## src/rtl/hex_key_event_queue.sv

```systemverilog
// hex_key_event_queue: keypad code debouncer with lockout and a small FIFO of accepted key codes.
module hex_key_event_queue #(
    parameter int LOCKOUT_CYCLES = 16,
    parameter int DEPTH          = 4
) (
    input  logic                       clock,
    input  logic                       reset,
    input  logic [3:0]                 Code,
    input  logic                       Valid,
    input  logic                       rd_ready,
    input  logic                       clr_ovf,
    output logic                       rd_valid,
    output logic [3:0]                 rd_code,
    output logic [$clog2(DEPTH):0]     count,
    output logic                       overflow,
    output logic                       key_event
);
    localparam int AW = $clog2(DEPTH);
    localparam logic [15:0] RELOAD = 16'(LOCKOUT_CYCLES - 1);

    typedef enum logic {IDLE, LOCKOUT} state_t;

    state_t        state, state_n;
    logic [15:0]   lk_cnt, lk_n;
    logic [3:0]    last_code, last_n;
    logic          accept, push, pop, full, empty;
    logic [AW:0]   wp, rp;
    logic [3:0]    mem [DEPTH];

    always_ff @(posedge clock or negedge reset) begin
        if (!reset) begin
            state     <= IDLE;
            lk_cnt    <= '0;
            last_code <= '0;
        end else begin
            state     <= state_n;
            lk_cnt    <= lk_n;
            last_code <= last_n;
        end
    end

    // Repeated strobes of the same code keep the window open; a different code is a new key.
    always_comb begin
        state_n = state;
        lk_n    = lk_cnt;
        last_n  = last_code;
        accept  = 1'b0;
        if (state == IDLE) begin
            if (Valid) begin
                accept  = 1'b1;
                last_n  = Code;
                lk_n    = RELOAD;
                state_n = LOCKOUT;
            end
        end else if (Valid) begin
            lk_n = RELOAD;
            if (Code != last_code) begin
                accept = 1'b1;
                last_n = Code;
            end
        end else if (lk_cnt == '0) begin
            state_n = IDLE;
        end else begin
            lk_n = lk_cnt - 1'b1;
        end
    end

    assign empty    = wp == rp;
    assign full     = (wp[AW] != rp[AW]) && (wp[AW-1:0] == rp[AW-1:0]);
    assign pop      = !empty && rd_ready;
    assign push     = accept && (!full || pop);
    assign rd_valid = !empty;
    assign rd_code  = empty ? 4'h0 : mem[rp[AW-1:0]];
    assign count    = wp - rp;

    always_ff @(posedge clock or negedge reset) begin
        if (!reset) begin
            wp        <= '0;
            rp        <= '0;
            overflow  <= 1'b0;
            key_event <= 1'b0;
        end else begin
            wp        <= push ? wp + 1'b1 : wp;
            rp        <= pop ? rp + 1'b1 : rp;
            overflow  <= (accept && !push) ? 1'b1 : clr_ovf ? 1'b0 : overflow;
            key_event <= accept;
        end
    end

    always_ff @(posedge clock) begin
        if (push)
            mem[wp[AW-1:0]] <= Code;
    end
endmodule

```

## config.mk

```make
export PLATFORM = sky130hd
export DESIGN_NAME = hex_key_event_queue
export DESIGN_NICKNAME = d
export VERILOG_FILES = /design/src/rtl/hex_key_event_queue.sv
export SDC_FILE = /design/constraint.sdc
export NUM_CORES = 1
export LEC_CHECK = 0
export ABC_AREA = 1
export BUFFER_PORTS_ARGS = -buffer_cell sky130_fd_sc_hd__clkbuf_2
export CORE_ASPECT_RATIO = 1.4
export CORE_MARGIN = 1.5
export CORE_UTILIZATION = 31
export CTS_BUF_LIST = sky130_fd_sc_hd__clkbuf_8 sky130_fd_sc_hd__clkbuf_16
export DETAILED_ROUTE_END_ITERATION = 8
export PLACE_DENSITY = 0.59
export SYNTH_ARGS = -nofsm -noshare
export SYNTH_HDL_FRONTEND = slang
export SYNTH_SLANG_ARGS = --single-unit
```

## constraint.sdc

```tcl
create_clock -name clock -period 3.5 [get_ports clock]
set_input_delay 0.7 -clock clock [delete_from_list [all_inputs] [get_ports clock]]
set_output_delay 0.7 -clock clock [all_outputs]
set_load 0.02 [all_outputs]
```

==> summary.md, run 1 <==
| Metric | Value |
|---|---|
| IO Port Bufs | 18 |
| HP Class | primary input to async pin |
| Crit path capture type | primary output |
| Top FF cell, synth | dfrtp_1 |
| Final Max Slew Viols | 0 |
| Cell row count | 37 |
| Synth Area in XOR/XNOR | ~3% |
| TritonCTS clock tree | yes |
| Leak | ~1.3 nW |
| Post-DP HPWL | approximately 3500 µm |
| Pwr Density | about 660 nW/µm² |
| Maximum operating frequency | between 300 and 400 MHz |
| Crit Path Class | register to primary output |
| Largest net degree at the start of global routing | 30 |
| Count leader, synth | nor2_1 |
| Vias per inst | 4.50 |
| Cells after Synth | between 200 and 300 |
| DR vias | around 1800 |
| Outcome | finished, final reports clean |
| Sequential fraction of the synthesis area | ~50% |
| Vias in the first global route | roughly 1800 |
| Placed cells | 389 |
| Die X | 76.6 µm |
| Syn nets | between 200 and 300 |
| Yosys warns | 0 |
| Final period utilization | between 70 and 80% |
| Total wire length | between 4000 and 5000 µm |
| Synth Area in Compound Gates | roughly 6.4% |
| Post-synthesis cell type count | 28 |
| Initial antenna violation count | 0 |
| CP Max Fanout | 7 |
| Worst EP arrival | roughly 2 ns |
| Root buffer cell | clkbuf_8 |
| Layout filler cell count | roughly 760 |
| Synth Area in Adders | under 10% |
| GRT Util Overall | 12.7% |
| Largest delay share family, worst path | buffers and inverters |
| Post-synth EDFFs | 16 |
| Drc violations | 0 |
| CP bufs+invs | 4 |
| ANT nets after route | 0 |
| Core ar. | approximately 7400 µm² |
| Post-synthesis area per instance | between 8 and 9 µm² |
| WP data required | 2.80 ns |
| Final-stage net count | around 320 |
| H-tree depth | 2 |
| Measured slew at the worst slew-check pin | between 0.7 and 0.8 ns |
| VDD IR max | ~310 µV |
| Non-filler cells, final | roughly 400 |
| Async set-reset flop share out of synthesis | approximately 64% |
| Sink Count | between 40 and 50 |
| Seq cells post-synth | 45 |
| CP Cell Sequence | inv_1, ha_1, nand2_1, inv_1, nand3_1, inv_1, a21oi_1, clkbuf_2 |
| Final instance area | ~2600 µm² |
| Most repeated library cell on the critical path | inv_1 |
| Fin util | approximately 36% |
| Global-route wire length before repair | between 8000 and 9000 µm |
| Worst skew pair latency | about 0.30 ns |
| Slowest cell on crit path | dfrtp_1 |
| Cts hold-fix bufs | 0 |
| Clock transition at the registers of the reported paths | about 0.090 ns |
| Largest cells by area after synthesis | dfrtp_1, edfxtp_1, nor2_1 |
| Main combinational cell family by area after synthesis | simple AND/OR/NAND/NOR gates |
| Congestion Overflow GR | 0 |
| Slew margin rel. | roughly half |
| Simple-Gate Fraction of Synth Area | 26.9% |
| Synth cell count leaders | nor2_1, nand2_1, inv_1 |
| WL/cell | 11.6 µm |
| Unrepaired setup endpoints after global routing | no |
| GPL Wtd Cong | roughly 0.74 |
| Largest area contributor in the netlist | dfrtp_1 |
| Post-synthesis mux area share | 0% |
| Hold Vio Cnt, Final | 0 |
| Area share of the largest cell type after synthesis | roughly 30% |
| Setup repair bufs after CTS | 0 |
| Setup TNS | 0 ns |
| Post-CTS resize count | 0 |
| Deepest clock path buffer count | 2 |
| Die Y | about 110 µm |
| Maxcap violations | 0 |
| Initial core utilization | approximately a third |
| Post-route minimum period | 2.70 ns |
| Final Setup Violations | 0 |
| Full die area | roughly 8000 µm² |
| Layout cells sized above 1 | between 10% and 20% |
| 1st-pass router iterations | 6 |
| Startpoint class of the critical path | register |
| Synthesized area | 2350 µm² |
| Worst Skew | 0.00745 ns |
| DRT iter0 DRCs | about 120 |
| Inserted Diodes | 0 |
| Largest stage delay, worst path | ~0.50 ns |
| Area Growth Syn to Fin | 12.4% |
| Boundary Pins | 19 |
| Post-Place Cell Area | between 2000 and 3000 µm² |
| TritonCTS Buffers | 5 |
## placed cells by master, fill, tap and decap left out, types with 2 or more instances in the layout
cell type,synthesis,routed
a21oi_1,8,8
nand2_2,2,2
clkbuf_2,0,18
clkbuf_8,0,5
nor3_1,3,3
dfrtp_1,29,29
o21ai_0,15,15
nor2_2,5,5
nand2_1,55,55
nor2_1,56,56
xnor2_1,2,2
nand2_4,2,2
xor2_1,6,6
nand4_1,9,9
edfxtp_1,16,16
ha_1,8,8
o21ai_1,3,3
inv_1,36,36
nand3_1,12,12
## final timing paths
check                      cells after the start  slack, ns           end          from
min in group clock                             2       0.51  last_code[1]  last_code[1]
max in group asynchronous                      1       2.56     key_event         reset
max reg2reg                                    7       1.30     mem[2][1]         rp[1]
min reg2reg                                    2       0.51  last_code[1]  last_code[1]
max                                            8       0.80    rd_code[2]         rp[1]
min                                            1       0.45         rp[0]         reset
## logic make-up (layout without fill, tap and decap cells)
kind of cell    Yosys count  count (layout)
buf+inv                  42              63
compound gates           29              29
simple gates            146             146
xor+xnor                  8               8
fa+ha+maj                 9               9
flops                    45              45
## metrics by stage
| step | total power [mW] | hold slack, ns | worst slack [ns] |
|---|---|---|---|
| after floorplan | 1.17 | 0.404 | 1.14 |
| after global placement | 1.37 | 0.474 | 1.14 |
| after detailed placement | 1.39 | 0.488 | 1.09 |
| after CTS | 1.78 | 0.472 | 0.749 |
| after global routing | 1.89 | 0.514 | 0.626 |
| final | 1.76 | 0.453 | 0.801 |
## layout make-up
class,instances,area [µm²],share of cell area [%]
inverters,37,139,5.26
repair buffers,18,90.1,3.41
clock inverters,3,41.3,1.56
clock buffers,5,68.8,2.61
well taps,97,121,4.60
multi-input cells,192,973,36.9
flip-flops and latches,45,1210,45.7
## registers in the layout, summed over array words and instances (netlist names)
register and count:
lk_cnt 16, state 1, key_event 1, wp 3, overflow 1, mem 16
rp 3, last_code 4
## worst reg2reg max path: stages, from the launching register on
cell	delay, ns
dfrtp_1	0.50
inv_1	0.19
ha_1	0.30
nand2_1	0.08
nor2_1	0.04
nand2_1	0.16
nand3_1	0.22
nor2_1	0.37
## layer usage
| layer | vias up | GRT usage, % | part of all wire (%) |
|---|---|---|---|
| met4 | 0 | 5.03 | 1.7 |
| met3 | 8 | 2.49 | 2.7 |
| met5 | - | 0 | 0 |
| met1 | 823 | 14.2 | 41 |
| met2 | 27 | 23.3 | 54 |
| li1 | 927 | - | - |
## power breakdown
group	leakage, nW	total [mW]	switching, mW	internal [mW]
registers	0.507	0.702	0.0700	0.632
logic	0.730	0.667	0.442	0.225
clock network	0.0518	0.387	0.177	0.210
total	1.29	1.76	0.688	1.07
(Power assumes the default switching activity.)
==> run 2: changes to the inputs <==
--- a/config.mk
+++ b/config.mk
@@ -12,7 +12,7 @@
 export CORE_UTILIZATION = 31
 export CTS_BUF_LIST = sky130_fd_sc_hd__clkbuf_8 sky130_fd_sc_hd__clkbuf_16
 export DETAILED_ROUTE_END_ITERATION = 8
-export PLACE_DENSITY = 0.59
+export PLACE_DENSITY = 0.6
 export SYNTH_ARGS = -nofsm -noshare
 export SYNTH_HDL_FRONTEND = slang
 export SYNTH_SLANG_ARGS = --single-unit
==> constraint.sdc (replaced) <==
create_clock -name clock -period 2.4 [get_ports clock]
set_input_delay 0.48 -clock clock [delete_from_list [all_inputs] [get_ports clock]]
set_output_delay 0.48 -clock clock [all_outputs]
set_load 0.02 [all_outputs]
==> summary.md, run 2 (synthesized netlist as in run 1, its figures left out) <==
| Metric | Value |
|---|---|
| Root buffer cell | clkbuf_8 |
| Area Growth Syn to Fin | 13.8% |
| Layout filler cell count | ~760 |
| Die Y | 106 µm |
| Combinational share of power | between 40% and 50% |
| Crit Path Class | register to primary output |
| Clock transition at the registers of the reported paths | around 0.09 ns |
| Clock power frac | a little under a fifth |
| Worst skew pair latency | about 0.30 ns |
| Drc violations | 0 |
| Unrepaired setup endpoints after global routing | no |
| Worst path depth | 8 |
| Vias per inst | 4.45 |
| 1st-pass router iterations | 6 |
| Die X | about 77 µm |
| Sink Count | 45 |
| Startpoint class of the critical path | register |
| DRT iter0 DRCs | approximately 100 |
| Slowest cell on crit path | dfrtp_1 |
| Deepest clock path buffer count | 2 |
| Vias in the first global route | approximately 1800 |
| Worst Skew | about 0.0055 ns |
| Worst setup margin | between 0.15 and 0.2 ns |
| Worst EP arrival | approximately 1.8 ns |
| RR Startpoint | wp[0] |
| Setup crit end | rd_code[3] |
| R2r setup slk | 0.42 ns |
| DR vias | approximately 1800 |
| WL/cell | approximately 12 µm |
| Post-route minimum period | between 2 and 2.5 ns |
| Initial core utilization | 31.9% |
| Congestion Overflow GR | 0 |
| DP Worst Slack | roughly 0.27 ns |
| Switching Share | between 40 and 50% |
| Cts hold-fix bufs | 0 |
| Placed cells | between 300 and 400 |
| Largest stage delay, worst path | about 0.40 ns |
| Tot Pwr | about 2.6 mW |
| GPL Wtd Cong | 0.756 |
| Inserted Diodes | 0 |
| Non-filler cells, final | ~400 |
| Hold Vio Cnt, Final | 0 |
| ANT nets after route | 0 |
| Pwr Density | around 960 nW/µm² |
| IO Port Bufs | 18 |
| Largest net degree at the start of global routing | 30 |
| Boundary Pins | 19 |
| Final period utilization | slightly above 90% |
| Leak | around 1.3 nW |
| H-tree depth | 2 |
| CP Cell Sequence | inv_2, ha_1, nand2_1, inv_1, nand3_1, inv_2, a21oi_1, clkbuf_2 |
| Final Setup Violations | 0 |
| Final Max Slew Viols | 0 |
| Largest delay share family, worst path | flip-flops |
| Critical R2R Capture | mem[3][3] |
| CP bufs+invs | 4 |
| Origin of the worst setup path | wp[0] |
| Layout cells sized above 1 | roughly 16% |
| Maximum operating frequency | 449 MHz |
| Commonest non-fill, non-tap cells in the layout | nor2_1, nand2_1, inv_1, dfrtp_1, edfxtp_1 |
| CP Max Fanout | 4 |
| Sw power | 1.04 mW |
| Most common cell after layout, fill and taps aside | nor2_1 |
| VDD IR max | 475 µV |
| Post-Place Cell Area | around 2500 µm² |
| Core ar. | around 7400 µm² |
| Slew margin rel. | 49.7% |
| Full die area | a little over 8000 µm² |
| Post-DP HPWL | roughly 3600 µm |
| Final-stage net count | 323 |
| Most repeated library cell on the critical path | inv_2 |
| Footprint of the multi-input gates | a little under 1000 µm² |
| GRT Util Overall | between 10% and 20% |
| Measured slew at the worst slew-check pin | ~0.75 ns |
| TritonCTS clock tree | yes |
| Cell row count | 37 |
| Global-route wire length before repair | slightly above 8000 µm |
| FF+latch area | about 1200 µm² |
| Outcome | finished, final reports clean |
| Total wire length | 4840 µm |
| Pint | ~1.5 mW |
| Setup TNS | 0 ns |
| TritonCTS Buffers | 5 |
| HP Class | primary input to async pin |
| Maxcap violations | 0 |
| Initial antenna violation count | 0 |
| Worst R2R Path Depth | 7 |
| Seq pwr share | ~39% |
| WP data required | 1.92 ns |
| Final instance area | between 2000 and 3000 µm² |
| Crit path capture type | primary output |
-- run 2: cell count changes in the layout (fill, tap and decap cells not counted) --
cell       previous run  this run
buf_2                 0         2
buf_4                 0         7
bufinv_16             1         0
clkbuf_2             18        15
clkinv_1              1         0
clkinv_4              0         1
dfrtp_1              29        26
dfrtp_2               0         3
inv_1                36        33
inv_2                 1         4
inv_6                 0         1
-- run 2: how the worst min path moves through the flow --
stage | from | to | slack (ns) | cells past startpoint
2_1_floorplan | reset | key_event | 0.18 | 0
3_3_place_gp | last_code[1] | last_code[1] | 0.48 | 2
3_5_place_dp | last_code[1] | last_code[1] | 0.49 | 2
4_1_cts | reset | last_code[1] | 0.27 | 1
5_1_grt | reset | rp[2] | 0.28 | 1
6_report | reset | rp[0] | 0.23 | 1
-- run 2: metal layers --
| layer | track usage [%] | routed length, µm | share of wire (%) |
|---|---|---|---|
| met1 | 14.0 | 1990 | 41 |
| met2 | 24.9 | 2650 | 55 |
| met3 | 2.75 | 120 | 2.5 |
| met4 | 4.50 | 70 | 1.4 |
| met5 | 0 | 0 | 0 |
-- run 2: power groups by stage --
stage | combinational, mW | sequential (mW) | clock [mW]
floorplan | 0.704 | 1.00 | 0
global placement | 0.967 | 1.03 | 0
detailed placement | 0.992 | 1.04 | 0
CTS | 0.996 | 1.02 | 0.511
global route | 1.21 | 1.02 | 0.542
finish | 1.09 | 1.00 | 0.486
-- run 2: per-stage QoR --
step	hold slack (ns)	util [%]
2_1_floorplan	0.184	-
3_3_place_gp	0.478	34.4
3_5_place_dp	0.492	34.4
4_1_cts	0.270	35.7
5_1_grt	0.283	36.3
6_report	0.227	36.3
-- run 2: worst register-to-register path, stage by stage (launching register included) --
cell and delay, ns:
dfrtp_1 0.40, inv_2 0.07, ha_1 0.31, nand2_1 0.08, nor2_1 0.04, nand2_1 0.14
nand3_1 0.26, nor2_1 0.35
-- run 2: what timing repair did --
item                       in CTS  in global routing
setup buffers                   0                  6
setup endpoints to repair       4                  4
resized for setup               1                  9
cloned                          0                  0
hold endpoints to repair        0                  0
-- run 2: area by class of cell --
cell class / count / share of cell area [%]
clock inverter: 3 / 0.935
inverter: 37 / 5.19
tap: 97 / 4.54
multi-input combinational: 192 / 36.4
sequential: 45 / 45.2
clock buffer: 5 / 2.57
timing repair buffer: 24 / 5.14
